### src/rtl/mem_dump_reader.sv
// mem_dump_reader: after a halt, walks data memory from address 0 and
// streams every word, LSB byte first, to the debug UART transmitter.
//
// Ports:
//   clk, reset        - rising-edge clock, synchronous active-high reset
//   start             - dump request, sampled only while idle
//   mem_rd, mem_addr  - memory read port (data returns one cycle later)
//   mem_data          - memory read data
//   tx_data, tx_valid - byte to the UART transmitter (registered)
//   tx_ready          - transmitter accepts on tx_valid & tx_ready
//   busy              - high whenever not idle
//   done              - one-cycle pulse when the dump has completed
//
// Optional build macro DUMP_CHECKSUM_EN: appends one XOR checksum byte
// covering every data byte sent, transmitted just before completion.
module mem_dump_reader #(
    parameter int len_data   = 32,
    parameter int addr_bits  = 11,
    parameter int dump_words = 2048
) (
    input  logic                 clk,
    input  logic                 reset,
    input  logic                 start,
    output logic                 mem_rd,
    output logic [addr_bits-1:0] mem_addr,
    input  logic [len_data-1:0]  mem_data,
    output logic [7:0]           tx_data,
    output logic                 tx_valid,
    input  logic                 tx_ready,
    output logic                 busy,
    output logic                 done
);

    localparam int NBYTES = len_data / 8;
    localparam int BCW    = (NBYTES > 1) ? $clog2(NBYTES) : 1;

    localparam logic [addr_bits-1:0] LAST_WORD = addr_bits'(dump_words - 1);
    localparam logic [BCW-1:0]       LAST_BYTE = BCW'(NBYTES - 1);

    typedef enum logic [2:0] {
        S_IDLE,
        S_READ,
        S_WAIT,
        S_SEND,
        S_NEXT,
`ifdef DUMP_CHECKSUM_EN
        S_CSUM,
`endif
        S_DONE
    } state_t;

    state_t                state_q, state_d;
    logic [addr_bits-1:0]  word_q, word_d;
    logic [BCW-1:0]        byte_q, byte_d;
    logic [len_data-1:0]   shift_q, shift_d;
    logic                  mem_rd_q, mem_rd_d;
    logic [addr_bits-1:0]  mem_addr_q, mem_addr_d;
    logic [7:0]            tx_data_q, tx_data_d;
    logic                  tx_valid_q, tx_valid_d;
    logic                  busy_q, busy_d;
    logic                  done_q, done_d;
`ifdef DUMP_CHECKSUM_EN
    logic [7:0]            csum_q, csum_d;
`endif

    // Outputs are computed from the next state so they appear as flops.
    always_comb begin
        state_d    = state_q;
        word_d     = word_q;
        byte_d     = byte_q;
        shift_d    = shift_q;
        mem_rd_d   = 1'b0;
        mem_addr_d = mem_addr_q;
        tx_data_d  = tx_data_q;
        tx_valid_d = tx_valid_q;
        done_d     = 1'b0;
`ifdef DUMP_CHECKSUM_EN
        csum_d     = csum_q;
`endif
        unique case (state_q)
            S_IDLE: begin
                if (start) begin
                    state_d    = S_READ;
                    word_d     = '0;
                    mem_rd_d   = 1'b1;
                    mem_addr_d = '0;
`ifdef DUMP_CHECKSUM_EN
                    csum_d     = '0;
`endif
                end
            end
            S_READ: begin
                state_d = S_WAIT;
            end
            S_WAIT: begin
                shift_d    = mem_data;
                byte_d     = '0;
                tx_data_d  = mem_data[7:0];
                tx_valid_d = 1'b1;
                state_d    = S_SEND;
            end
            S_SEND: begin
                if (tx_ready) begin
                    shift_d = shift_q >> 8;
                    byte_d  = byte_q + BCW'(1);
`ifdef DUMP_CHECKSUM_EN
                    csum_d  = csum_q ^ tx_data_q;
`endif
                    if (byte_q == LAST_BYTE) begin
                        tx_valid_d = 1'b0;
                        state_d    = S_NEXT;
                    end else begin
                        tx_data_d = shift_d[7:0];
                    end
                end
            end
            S_NEXT: begin
                if (word_q == LAST_WORD) begin
`ifdef DUMP_CHECKSUM_EN
                    tx_data_d  = csum_q;
                    tx_valid_d = 1'b1;
                    state_d    = S_CSUM;
`else
                    done_d  = 1'b1;
                    state_d = S_DONE;
`endif
                end else begin
                    word_d     = word_q + addr_bits'(1);
                    mem_rd_d   = 1'b1;
                    mem_addr_d = word_q + addr_bits'(1);
                    state_d    = S_READ;
                end
            end
`ifdef DUMP_CHECKSUM_EN
            S_CSUM: begin
                if (tx_ready) begin
                    tx_valid_d = 1'b0;
                    done_d     = 1'b1;
                    state_d    = S_DONE;
                end
            end
`endif
            S_DONE: begin
                state_d = S_IDLE;
            end
            default: begin
                state_d = S_IDLE;
            end
        endcase
        busy_d = (state_d != S_IDLE);
    end

    always_ff @(posedge clk) begin
        if (reset) begin
            state_q    <= S_IDLE;
            word_q     <= '0;
            byte_q     <= '0;
            shift_q    <= '0;
            mem_rd_q   <= 1'b0;
            mem_addr_q <= '0;
            tx_data_q  <= '0;
            tx_valid_q <= 1'b0;
            busy_q     <= 1'b0;
            done_q     <= 1'b0;
`ifdef DUMP_CHECKSUM_EN
            csum_q     <= '0;
`endif
        end else begin
            state_q    <= state_d;
            word_q     <= word_d;
            byte_q     <= byte_d;
            shift_q    <= shift_d;
            mem_rd_q   <= mem_rd_d;
            mem_addr_q <= mem_addr_d;
            tx_data_q  <= tx_data_d;
            tx_valid_q <= tx_valid_d;
            busy_q     <= busy_d;
            done_q     <= done_d;
`ifdef DUMP_CHECKSUM_EN
            csum_q     <= csum_d;
`endif
        end
    end

    assign mem_rd   = mem_rd_q;
    assign mem_addr = mem_addr_q;
    assign tx_data  = tx_data_q;
    assign tx_valid = tx_valid_q;
    assign busy     = busy_q;
    assign done     = done_q;

endmodule

### config.mk
export PLATFORM = sky130hd
export DESIGN_NAME = mem_dump_reader
export DESIGN_NICKNAME = d
export VERILOG_FILES = /design/src/rtl/mem_dump_reader.sv
export SDC_FILE = /design/constraint.sdc
export NUM_CORES = 1
export LEC_CHECK = 0
export CAP_MARGIN = 40
export CORE_ASPECT_RATIO = 1.75
export CORE_UTILIZATION = 48
export CTS_CLUSTER_SIZE = 16
export DETAILED_ROUTE_END_ITERATION = 7
export PLACE_DENSITY = 0.84
export SETUP_SLACK_MARGIN = 0.05
export SYNTH_ARGS = -nofsm -noshare
export SYNTH_HDL_FRONTEND = slang
export SYNTH_SLANG_ARGS = --single-unit
### constraint.sdc
create_clock -name clk -period 2.1 [get_ports clk]
set_clock_uncertainty 0.05 [all_clocks]
set_input_delay 0.42 -clock clk [delete_from_list [all_inputs] [get_ports clk]]
set_output_delay 0.42 -clock clk [all_outputs]
set_load 0.05 [all_outputs]
==> impl_metrics.tcl <==
set metrics [dict create \
    power.leakage_nw 1.17 \
    cts_root_buf "clkbuf_8" \
    drive_gt1_share_pct 9.68 \
    r2r_slack_ps 160 \
    syn_inst 282 \
    antennaDiodeCount 0 \
    setup_tns_ps 0 \
    drtIter0Drc 99 \
    drt-total-wl_microns 5960 \
    numClockSinks 52 \
    fillCellCount 376 \
    start_util_pct 49.5 \
    coreArea_sq_um 4670 \
    finalHoldViolCount 0 \
    ant_nets 0 \
    cts_max_path_buffers 2 \
    die_width_microns 54.4 \
    hpwl_microns 4190 \
    routed_via_density 5.99 \
    fin_cells 393 \
    synthTopCellsByArea "dfxtp_1 (45%), a311oi_1 (9.1%), nand3_1 (6.7%)" \
    grt_pass1_vias 2221 \
    synth.largest_area_cell "dfxtp_1" \
    crit_path_end_kind "primary output" \
    grt_max_degree 43 \
    drv_cap 0 \
    power.density_nw_per_um2 707 \
    cpMaxStageDelayCell "clkdlybuf4s50_1" \
    seq_area_frac_synth_pct 45.1 \
    avgSynthCellArea_sq_um 8.19 \
    ir_drop_uv 591 \
    grt_pass1_wl_microns 9360 \
    ys_warn_count 0 \
    worstMarginPinSlew_ps 570 \
    globalRouteOverflowTotal 0 \
    synth-edff-count 0 \
    port_buffers 58 \
    finalMaxSlewViolations 0 \
    cts_buffers 5 \
    critPathTopFamily "buffers and inverters" \
    power_w 0.00219 \
    worstPathCellList "clkdlybuf4s50_1" \
    max_slew_margin_pct 61.8 \
    vias 2353 \
    status "finished, final reports clean" \
    rows 33 \
    fp.dieArea_sq_um 5100 \
    setup.worst_path.class "register to primary output" \
    insertion_delay_ps 310 \
    routedWlPerCell_microns 15.2 \
    die_y_microns 93.8 \
    r2r-end "mem_addr[2]$_SDFFE_PP0P_" \
    timing.rr.start "mem_addr[1]$_SDFFE_PP0P_" \
    crit_arrival_ps 1530 \
    fin_util_pct 66.3 \
    path_buf_inv 1 \
    firstDrtPassIters 4 \
    yosys.cell_types.count 38 \
    clock.fmax_mhz 499 \
    io_pins 59 \
    antenna_found_initial 0 \
    finalCritPeriodShare_pct 95.4 \
    worst_setup_path_start_kind "register" \
    synth_flop_cell "dfxtp_1" \
    mappedNetlistArea_sq_um 2310 \
    ys_seq_elements 52 \
    cp_slowest_stage_delay_ps 830 \
    post-cts-setup-buffers 0 \
    synthArstFlopShare_pct 0 \
    dpl.cell_count 385 \
    hold_depth 2 \
    hold_start "reset" \
    fin_crit_ps 2000 \
    place_congestion 0.901 \
    path_max_fanout 5 \
    hold_slack_ps 377 \
    hold_path.class "input pin to register" \
    setup_viol 0 \
    cts_tree "built" \
    cts.clk_slew.worst_paths_ps 90 \
    cp.required_ps 1630 \
    layout.nets 378 \
    htreeDepth 2 \
    hold_end "mem_addr[5]$_SDFFE_PP0P_" \
    layout_common_cells "dfxtp_1 (51), clkdlybuf4s50_1 (51), nor2_1 (41), nand2_1 (33), nand3_1 (31)" \
    syn2layout_area_growth_pct 34.0 \
    rsz0062_at_grt "no" \
    drc 0 \
    r2r_cells 5 \
    syn_nets 320 \
    synth_top_area_share_pct 45.1 \
    track_usage_pct 25.0 \
]
## flip-flops by register name, indices dropped and copies added (netlist names)
| name | cells |
|---|---|
| mem_rd | 1 |
| mem_addr | 11 |
| byte_q | 2 |
| tx_data | 8 |
| state_q | 3 |
| busy | 1 |
| done | 1 |
| tx_valid | 1 |
| shift_q | 24 |
## worst max path at each step
stage                              from                        to  slack (ps)  cells past startpoint
6_report       mem_addr[8]$_SDFFE_PP0P_               mem_addr[8]         100                      1
5_1_grt        mem_addr[8]$_SDFFE_PP0P_               mem_addr[8]          60                      1
4_1_cts        mem_addr[9]$_SDFFE_PP0P_               mem_addr[9]          70                      1
3_5_place_dp                   tx_ready  shift_q[23]$_SDFFE_PP0P_         190                      6
3_3_place_gp                      start  mem_addr[2]$_SDFFE_PP0P_         250                      5
2_1_floorplan  mem_addr[1]$_SDFFE_PP0P_  mem_addr[9]$_SDFFE_PP0P_          50                      5
## routing by layer
metal  wire, microns  share of wire [%]  track usage [%]  vias to the layer above
met5               0                  0                0                        -
met4             209                3.5             14.1                        0
met3             325                5.4             4.37                       23
met2            3240                 54             45.5                       92
met1            2180                 37             24.6                     1092
li1                -                  -                -                     1146
## through the flow
stage / area (sq um) / setup slack, ps
2_1_floorplan: 2310 / 51.4
3_3_place_gp: 2980 / 245
3_5_place_dp: 2980 / 187
4_1_cts: 3090 / 70.7
5_1_grt: 3100 / 60.0
6_report: 3100 / 97.0
## power by group
| part | total, W | switching [W] | leakage, nW | internal [W] |
|---|---|---|---|---|
| Clock | 0.000678 | 0.000325 | 0.0541 | 0.000353 |
| Sequential | 0.00109 | 0.0000353 | 0.425 | 0.00105 |
| Combinational | 0.000427 | 0.000247 | 0.695 | 0.000180 |
## synthesized netlist by cell type (2+ instances only)
cell	number
or4_1	2
nand4_1	5
and3_1	2
inv_1	6
ha_1	2
buf_2	7
clkbuf_1	10
nor2_1	41
o21ai_0	6
nand3_1	31
and4_1	3
a22oi_1	9
nor4_1	2
a311oi_1	24
nand2_1	33
a21oi_1	11
dfxtp_1	52
nor3_1	6
buf_1	4
nand2b_1	2
xnor2_1	2
nand3b_1	2
a31oi_1	5
## kinds of logic (layout without fill, tap and decap cells)
logic type	Yosys count	after routing	share of synthesized area, %
buf+inv	28	87	5.09
compound gates	63	63	19.9
fa+ha+maj	2	2	1.08
mux	1	1	0.433
simple gates	134	134	27.6
xor+xnor	2	2	0.759
flops	52	52	45.1
## cell type report
cell class              instances  area, sq um  area share, %
clock inverters                 3         42.5           1.37
well taps                      52         65.1           2.10
flip-flops and latches         52         1040           33.7
repair buffers                 73          697           22.5
clock buffers                   5         68.8           2.22
multi-input cells             202         1160           37.4
inverters                       6         22.5          0.728
## repair_timing
item / CTS / global route
hold buffers: 0 / 0
resized for setup: 1 / 2
setup endpoints to repair: 1 / 2
(Power assumes the default switching activity.)
